[src/rtl/nsa_pkg.sv]
// Shared constants, state encoding and a bit-level helper for the nibble serial adder.
package nsa_pkg;

  localparam int unsigned NIBBLE_W = 4;

  // FSM encoding; 2'd3 is unused and recovers to IDLE.
  typedef logic [1:0] state_t;
  localparam state_t IDLE = 2'd0;
  localparam state_t CALC = 2'd1;
  localparam state_t DONE = 2'd2;

  // One-bit full adder, returns {carry, sum}.
  function automatic logic [1:0] full_add(input logic a, input logic b, input logic c);
    full_add = {(a & b) | (a & c) | (b & c), a ^ b ^ c};
  endfunction

endpackage

[src/rtl/fourbitadder.sv]
// 4-bit ripple-carry adder built from full-adder cells.
module fourbitadder
  import nsa_pkg::*;
(
  input  logic [NIBBLE_W-1:0] a,
  input  logic [NIBBLE_W-1:0] b,
  input  logic                cin,
  output logic [NIBBLE_W-1:0] sum,
  output logic                cout
);

  // Ripple the carry from bit 0 upwards.
  always_comb begin
    logic [NIBBLE_W:0] c;
    c      = '0;
    sum    = '0;
    c[0]   = cin;
    for (int i = 0; i < NIBBLE_W; i++) begin
      {c[i+1], sum[i]} = full_add(a[i], b[i], c[i]);
    end
    cout = c[NIBBLE_W];
  end

endmodule

[src/rtl/nibble_serial_adder.sv]
// Multi-nibble serial adder: operands accepted over valid/ready, summed one nibble per cycle
// through a single 4-bit adder (LSB nibble first), result returned over valid/ready.
// WIDTH must be a multiple of 4 and at least 8.
// Optional feature macro SUB_EN: adds in_sub, selecting A-B (out_cout=1 means no borrow).
module nibble_serial_adder
  import nsa_pkg::*;
#(
  parameter int unsigned WIDTH = 16
) (
  input  logic             clk,
  input  logic             rst,
  input  logic             in_valid,
  output logic             in_ready,
  input  logic [WIDTH-1:0] in_a,
  input  logic [WIDTH-1:0] in_b,
  input  logic             in_cin,
`ifdef SUB_EN
  input  logic             in_sub,
`endif
  output logic             out_valid,
  input  logic             out_ready,
  output logic [WIDTH-1:0] out_sum,
  output logic             out_cout,
  output logic             busy
);

  localparam int unsigned NIBBLES = WIDTH / NIBBLE_W;
  localparam int unsigned IDX_W   = $clog2(NIBBLES);

  state_t             state_q, state_d;
  logic [IDX_W-1:0]   idx_q, idx_d;
  logic [WIDTH-1:0]   a_q, a_d;
  logic [WIDTH-1:0]   b_q, b_d;
  logic [WIDTH-1:0]   sum_q, sum_d;
  logic               carry_q, carry_d;
  logic               cout_q, cout_d;
`ifdef SUB_EN
  logic               sub_q, sub_d;
`endif

  logic [NIBBLE_W-1:0] nib_a, nib_b, add_sum;
  logic                add_cout;
  logic                last_nib;

  // Select the current operand nibbles; subtraction feeds the inverted B nibble.
  always_comb begin
    nib_a    = a_q[idx_q*NIBBLE_W +: NIBBLE_W];
    nib_b    = b_q[idx_q*NIBBLE_W +: NIBBLE_W];
`ifdef SUB_EN
    nib_b    = nib_b ^ {NIBBLE_W{sub_q}};
`endif
    last_nib = (idx_q == IDX_W'(NIBBLES - 1));
  end

  fourbitadder u_adder (
    .a    (nib_a),
    .b    (nib_b),
    .cin  (carry_q),
    .sum  (add_sum),
    .cout (add_cout)
  );

  // FSM and datapath next-state.
  always_comb begin
    state_d = state_q;
    idx_d   = idx_q;
    a_d     = a_q;
    b_d     = b_q;
    sum_d   = sum_q;
    carry_d = carry_q;
    cout_d  = cout_q;
`ifdef SUB_EN
    sub_d   = sub_q;
`endif
    case (state_q)
      IDLE: begin
        if (in_valid) begin
          a_d     = in_a;
          b_d     = in_b;
          carry_d = in_cin;
`ifdef SUB_EN
          sub_d   = in_sub;
          // Two's-complement subtract: invert B and add one via the carry.
          if (in_sub) carry_d = 1'b1;
`endif
          idx_d   = '0;
          state_d = CALC;
        end
      end
      CALC: begin
        sum_d[idx_q*NIBBLE_W +: NIBBLE_W] = add_sum;
        carry_d = add_cout;
        if (last_nib) begin
          cout_d  = add_cout;
          idx_d   = '0;
          state_d = DONE;
        end else begin
          idx_d   = idx_q + IDX_W'(1);
        end
      end
      DONE: begin
        if (out_ready) state_d = IDLE;
      end
      default: begin
        state_d = IDLE;
        idx_d   = '0;
      end
    endcase
  end

  // State and datapath registers; reset aborts any operation in flight.
  always_ff @(posedge clk or posedge rst) begin
    if (rst) begin
      state_q <= IDLE;
      idx_q   <= '0;
      a_q     <= '0;
      b_q     <= '0;
      sum_q   <= '0;
      carry_q <= 1'b0;
      cout_q  <= 1'b0;
`ifdef SUB_EN
      sub_q   <= 1'b0;
`endif
    end else begin
      state_q <= state_d;
      idx_q   <= idx_d;
      a_q     <= a_d;
      b_q     <= b_d;
      sum_q   <= sum_d;
      carry_q <= carry_d;
      cout_q  <= cout_d;
`ifdef SUB_EN
      sub_q   <= sub_d;
`endif
    end
  end

  // Handshake and status outputs decoded from state only.
  always_comb begin
    in_ready  = (state_q == IDLE);
    out_valid = (state_q == DONE);
    busy      = (state_q == CALC) || (state_q == DONE);
    out_sum   = sum_q;
    out_cout  = cout_q;
  end

endmodule

[config.mk]
export PLATFORM = sky130hd
export DESIGN_NAME = nibble_serial_adder
export DESIGN_NICKNAME = d
export VERILOG_FILES = /design/src/rtl/nsa_pkg.sv /design/src/rtl/fourbitadder.sv /design/src/rtl/nibble_serial_adder.sv
export SDC_FILE = /design/constraint.sdc
export NUM_CORES = 1
export LEC_CHECK = 0
export CAP_MARGIN = 40
export CORE_MARGIN = 2
export CORE_UTILIZATION = 50
export DETAILED_ROUTE_END_ITERATION = 12
export PLACE_DENSITY = 0.79
export SLEW_MARGIN = 5
export SYNTH_ARGS = -nofsm -noshare
export SYNTH_HDL_FRONTEND = slang
export SYNTH_HIERARCHICAL = 1
export SYNTH_SLANG_ARGS = --single-unit
[constraint.sdc]
create_clock -name clk -period 3.9 [get_ports clk]
set_input_delay 1.17 -clock clk [delete_from_list [all_inputs] [get_ports clk]]
set_output_delay 1.17 -clock clk [all_outputs]
set_load 0.01 [all_outputs]
# Word-level counts from Yosys, hierarchy flattened
# Cells that the tools add are included.
[word_totals]
regBits = 54
in_bits = 37
output_inout_bits = 20
[classes]
add_sub_neg = 2
mux = 10
bitwise = 29
eq_ne = 6
n_shift = 4
n_reduce_logical = 8
[op_table]
columns = ["cell", "n"]
rows = [
  ["$neg A4 Y34", 1],
  ["$shift A4 B34 Y16 const A", 1],
  ["$shiftx A4 B34 Y16", 1],
  ["$shiftx A16 B5 Y4", 2],
  ["$bwmux W16", 1],
  ["$and A1 B1 Y1", 12],
  ["$pmux W2 S3", 2],
  ["$mux W2", 5],
  ["$or A1 B1 Y1", 8],
  ["$reduce_and A2 Y1", 4],
  ["$xor A1 B1 Y1", 8],
  ["$eq A2 B2 Y1 const B", 2],
  ["$ne A2 B2 Y1 const B", 2],
  ["$reduce_and A3 Y1", 1],
  ["$add A2 B1 Y2 const B", 1],
  ["$eq A2 B1 Y1 const B", 1],
  ["$logic_not A2 Y1", 1],
  ["$ne A2 B1 Y1 const B", 1],
  ["$pmux W1 S2", 1],
  ["$reduce_bool A2 Y1", 1],
  ["$logic_or A1 B1 Y1", 1],
  ["$mux W1", 1],
  ["$not A1 Y1", 1],
]

# Longest topological paths before layout
[logic_depth]
depth_word = 14
ltp_mapped = 12
ltp_nobuf = 11

# Hierarchy
# Netlist, hierarchy kept.
[modules_own_cells]
columns = ["module", "cells_per_inst", "instances", "area_each_um2"]
rows = [
  ["nibble_serial_adder", 167, 1, 2447.3],
  ["fourbitadder", 14, 1, 117.6],
]

# Worst setup path after synthesis
# No wires, ideal clock.
[synth_timing]
path_kind = "reg2reg"
from = "register idx_q[0]"
to = "register sum_q[3], in the netlist out_sum[3]"
setup_slack_ns = 1.003
setup_ns = 0.077
t_arrival_ns = 2.820
t_required_ns = 3.823
n_path_buf = 1
stages_incl_launch_ff = 13
cell_sequence = "dfrtp_1 -> buf_6 -> mux4_2 -> inv_1 -> fa_1 -> inv_1 -> fa_1 -> fa_1 -> inv_1 -> fa_1 -> inv_1 -> nand2_1 -> o21ai_1"
[synth_between]
elab_chain_cells = 13
elab_cells_between_ends = 29
classes_between = "add/sub (1); shift (4); mux (1); bitwise (23)"
[synth_lines]
columns = ["element", "line_no", "source"]
rows = [
  ["from (decl)", "nibble_serial_adder.sv:31", "logic [IDX_W-1:0] idx_q, idx_d;"],
  ["from (signal assigned)", "nibble_serial_adder.sv:126", "idx_q <= idx_d;"],
  ["$shiftx A16 B5 Y4 (*)", "nibble_serial_adder.sv:48", "nib_b = b_q[idx_q*NIBBLE_W +: NIBBLE_W];"],
  ["via nib_b[0]", "nibble_serial_adder.sv:41", "logic [NIBBLE_W-1:0] nib_a, nib_b, add_sum;"],
  ["$and A1 B1 Y1", "nsa_pkg.sv:14", "full_add = {(a & b) | (a & c) | (b & c), a ^ b ^ c};"],
  ["$or A1 B1 Y1", "nsa_pkg.sv:14", ""],
  ["$or A1 B1 Y1 (*)", "nsa_pkg.sv:14", ""],
  ["$and A1 B1 Y1", "nsa_pkg.sv:14", ""],
  ["$or A1 B1 Y1", "nsa_pkg.sv:14", ""],
  ["$or A1 B1 Y1 (*)", "nsa_pkg.sv:14", ""],
  ["$and A1 B1 Y1", "nsa_pkg.sv:14", ""],
  ["$or A1 B1 Y1", "nsa_pkg.sv:14", ""],
  ["$or A1 B1 Y1 (*)", "nsa_pkg.sv:14", ""],
  ["$xor A1 B1 Y1 (*)", "nsa_pkg.sv:14", ""],
  ["via add_sum[3]", "nibble_serial_adder.sv:41", ""],
  ["$shiftx A4 B34 Y16 (*)", "nibble_serial_adder.sv:91", "sum_d[idx_q*NIBBLE_W +: NIBBLE_W] = add_sum;"],
  ["$bwmux W16 (*)", "nibble_serial_adder.sv:91", ""],
  ["to (signal assigned)", "nibble_serial_adder.sv:129", "sum_q <= sum_d;"],
  ["to (decl)", "nibble_serial_adder.sv:34", "logic [WIDTH-1:0] sum_q, sum_d;"],
]
# The timed path passes the listed nets; every way through them passes the cells marked *.
# A chain may end at the register's enable or synchronous reset.

# Worst setup path in the final report
[layout_timing]
from = "register idx_q[0]"
to = "register sum_q[3], in the netlist out_sum[3]"
[layout_between]
elab_cells_between_ends = 29
classes_between = "add/sub (1); shift (4); mux (1); bitwise (23)"
[layout_rtl]
columns = ["element", "line_no", "source"]
rows = [
  ["$shiftx A16 B5 Y4 (*)", "nibble_serial_adder.sv:47", "nib_a = a_q[idx_q*NIBBLE_W +: NIBBLE_W];"],
  ["via nib_a[1]", "nibble_serial_adder.sv:41", ""],
  ["$and A1 B1 Y1", "nsa_pkg.sv:14", ""],
  ["$or A1 B1 Y1 (*) (2 in series)", "nsa_pkg.sv:14", ""],
  ["$and A1 B1 Y1", "nsa_pkg.sv:14", ""],
  ["$or A1 B1 Y1", "nsa_pkg.sv:14", ""],
  ["$or A1 B1 Y1 (*)", "nsa_pkg.sv:14", ""],
  ["$xor A1 B1 Y1 (*)", "nsa_pkg.sv:14", ""],
  ["via add_sum[3]", "nibble_serial_adder.sv:41", ""],
  ["$shiftx A4 B34 Y16 (*)", "nibble_serial_adder.sv:91", ""],
  ["$bwmux W16 (*)", "nibble_serial_adder.sv:91", ""],
]
# Marked as above.

==> flow_summary_export.csv <==
group,metric,value,unit
floorplanning,die_height,75.6,um
floorplanning,dieArea,0.00572,mm2
finish,n_fill_cell,387,
synthesis,netlist_instances,181,
clock_tree,cts-hold-fix-buffers,0,
synthesis,synth_area_per_cell,14.2,um2
finish,area_growth,28.0,%
sta,min_period,3.19,ns
synthesis,yosysTopAreaCell,"dfrtp_1",
placement,place_ws,0.741,ns
floorplanning,die-width,75.6,um
worst_setup_path,path_max_fanout,9,
worst_setup_path,path_class,"reg2reg",
drt,drtIter0Drc,95,
worst_setup_path,endpoint,"out_sum[3]",
sta,period_share,0.818,
sta,final.setup.tns,0,ns
clock_tree,cts_buffers,5,
global_route,grt_pass1_wl,7.74,mm
worst_setup_path,crit_path_start_kind,"flop",
clock_tree,cts_root_buf,"clkbuf_8",
power,p_per_area,758,mW/mm2
worst_setup_path,cp_data_required_time,4.13,ns
global_route,grt_pass1_vias,1577,
floorplanning,rows,26,
worst_setup_path,worst-r2r-setup-slack,0.71,ns
synthesis,yosys_warnings,6,
worst_setup_path,rr_endpoint,"out_sum[3]",
sta,tightest_slew,0.711,ns
sta,holdWs,0.500,ns
sta,maxSlewHeadroom,0.524,
drt,routed_wl,4.54,mm
synthesis,yosys.cell_types.count,28,
floorplanning,core_area,0.00504,mm2
worst_setup_path,cp.arrival,3.42,ns
drt,drtPass1Iterations,4,
global_route,grt_use_total,0.182,
worst_setup_path,cp-startpoint,"idx_q[0]",
sta,clock.fmax,313,MHz
placement,place.port_buffers,56,
clock_tree,clockBufferDepth,2,
drt,drc_errors,0,
finish,final_cell_mix,"56 x clkdlybuf4s50_1, 54 x dfrtp_1, 34 x mux2_1",
power,ir_drop,0.000407,V
finish,drive_gt1_frac,0.0958,
finish,nets,289,
worst_setup_path,worstReg2RegStart,"idx_q[0]",
finish,final_cell_area,0.00328,mm2
global_route,grt_start_max_net_pins,55,
global_route,grt-ovfl-total,0,
worst_setup_path,worstRegToRegCells,9,
finish,mostFrequentLayoutCell,"clkdlybuf4s50_1",
worst_hold_path,hold_class,"reg2reg",
sta,setup_violations,0,
placement,dp_hpwl,3.43,mm
finish,num_antenna_cells,0,
placement,place_area,0.00317,mm2
sta,hold_viol,0,
global_route,antenna_found_initial,0,
sta,setup_slack,0.709,ns
sta,rsz0062_at_grt,"false",
drt,vias_per_cell,5.08,
job,drv_cap,0,
placement,gp_congestion,0.804,
clock_tree,cts_sinks,54,
clock_tree,h-tree-depth,2,
clock_tree,cts_repair_resize_count,0,
synthesis,yosys-top-cells-area,"dfrtp_1 53%, mux2_1 15%, mux4_2 5.3%",
synthesis,synth_top_area_share,0.527,
floorplanning,start_util,0.509,
synthesis,syn_nets,230,
floorplanning,pin_count,57,
worst_setup_path,cp-end-kind,"flop",
clock_tree,clk_latency,0.30,ns
synthesis,ys_seq_area_frac,0.527,
clock_tree,post-cts-setup-buffers,0,
drt,routedWlPerCell,14.7,um
power,p_leak,1.44,nW
clock_tree,clkTransAtPathRegs,0.09,ns
clock_tree,cts_tree,"yes",
synthesis,syn_area,0.00256,mm2
run_status,status,"complete, no violations",
drt,vias,1574,
drt,final_antenna_net_count,0,
synthesis,synth-seq-cells,54,
sta,fin_skew,0.00620,ns
sta,slew_violations,0,
[synth_stat cells]
cell type   n
nor2_1      2
ha_1        8
inv_1      16
buf_2       1
and4_1      2
mux4_1      2
nor4b_4     1
mux2_2      1
nand2_2     2
nor2b_2     1
and2_1      1
nor3b_2     1
mux4_2      6
a31oi_1     5
buf_6       4
and3_1      1
mux2_1     34
o21ai_1     4
dfrtp_1    54
a21oi_1     1
and3b_1     1
fa_1        4
buf_4       1
o21ai_0     1
a22o_1     12
nand2b_1    3
inv_2       1
nand2_1    11
[cell type report]
type / instances / area [um2] / share of cell area
Timing Repair Buffer: 58 / 576 / 0.175
Clock inverter: 1 / 30.0 / 0.00915
Sequential cell: 54 / 1350 / 0.412
Tap cell: 70 / 87.6 / 0.0267
Clock buffer: 6 / 82.6 / 0.0252
Multi-Input combinational cell: 104 / 1090 / 0.333
Inverter: 17 / 63.8 / 0.0194
[cells by family after synthesis]
family / count (synthesis) / share of synthesized area
flops: 54 / 0.527
mux: 43 / 0.227
simple gates: 26 / 0.0639
compound gates: 23 / 0.0649
buf+inv: 23 / 0.0473
fa+ha+maj: 12 / 0.0702
[registers in the layout, summed over array words and instances, names as in the netlist]
signal,cells
a_q,16
b_q,16
out_sum,16
idx_q,2
state_q,2
carry_q,1
out_cout,1
[metrics by stage]
| stage | power, mW | std cells | util |
|---|---|---|---|
| finish | 2.49 | 310 | 0.651 |
| global route | 2.69 | 310 | 0.651 |
| CTS | 2.53 | 310 | 0.651 |
| detailed placement | 2.15 | 303 | 0.629 |
| global placement | 2.09 | 303 | 0.629 |
| floorplan | 1.76 | 181 | - |
[metal layers]
metal | GRT usage | wire (um) | up-vias
li1 | - | - | 756
met1 | 0.254 | 2140 | 768
met2 | 0.290 | 2170 | 45
met3 | 0.0397 | 188 | 5
met4 | 0.0526 | 48 | 0
met5 | 0 | 0 | -
[how the worst min path moves through the flow]
| stage | cells past startpoint | endpoint | start |
|---|---|---|---|
| final | 1 | b_q[15] | b_q[15] |
| after global routing | 1 | b_q[15] | b_q[15] |
| after CTS | 1 | a_q[6] | a_q[6] |
| after detailed placement | 1 | a_q[6] | a_q[6] |
| after global placement | 1 | a_q[10] | a_q[10] |
| after floorplan | 1 | a_q[5] | a_q[5] |
[where the power goes]
| group | internal [mW] | switching (mW) | total [mW] |
|---|---|---|---|
| Sequential | 0.789 | 0.152 | 0.941 |
| Clock | 0.206 | 0.173 | 0.378 |
| Combinational | 0.572 | 0.598 | 1.17 |
| Total | 1.57 | 0.922 | 2.49 |
[critical path: stages (launching register included)]
cell,delay [ns]
dfrtp_1,0.59
buf_4,0.25
mux4_1,0.62
fa_1,0.45
fa_1,0.37
inv_1,0.08
fa_1,0.40
inv_1,0.13
nand2_1,0.08
o21ai_1,0.15
(Power assumes the default switching activity.)
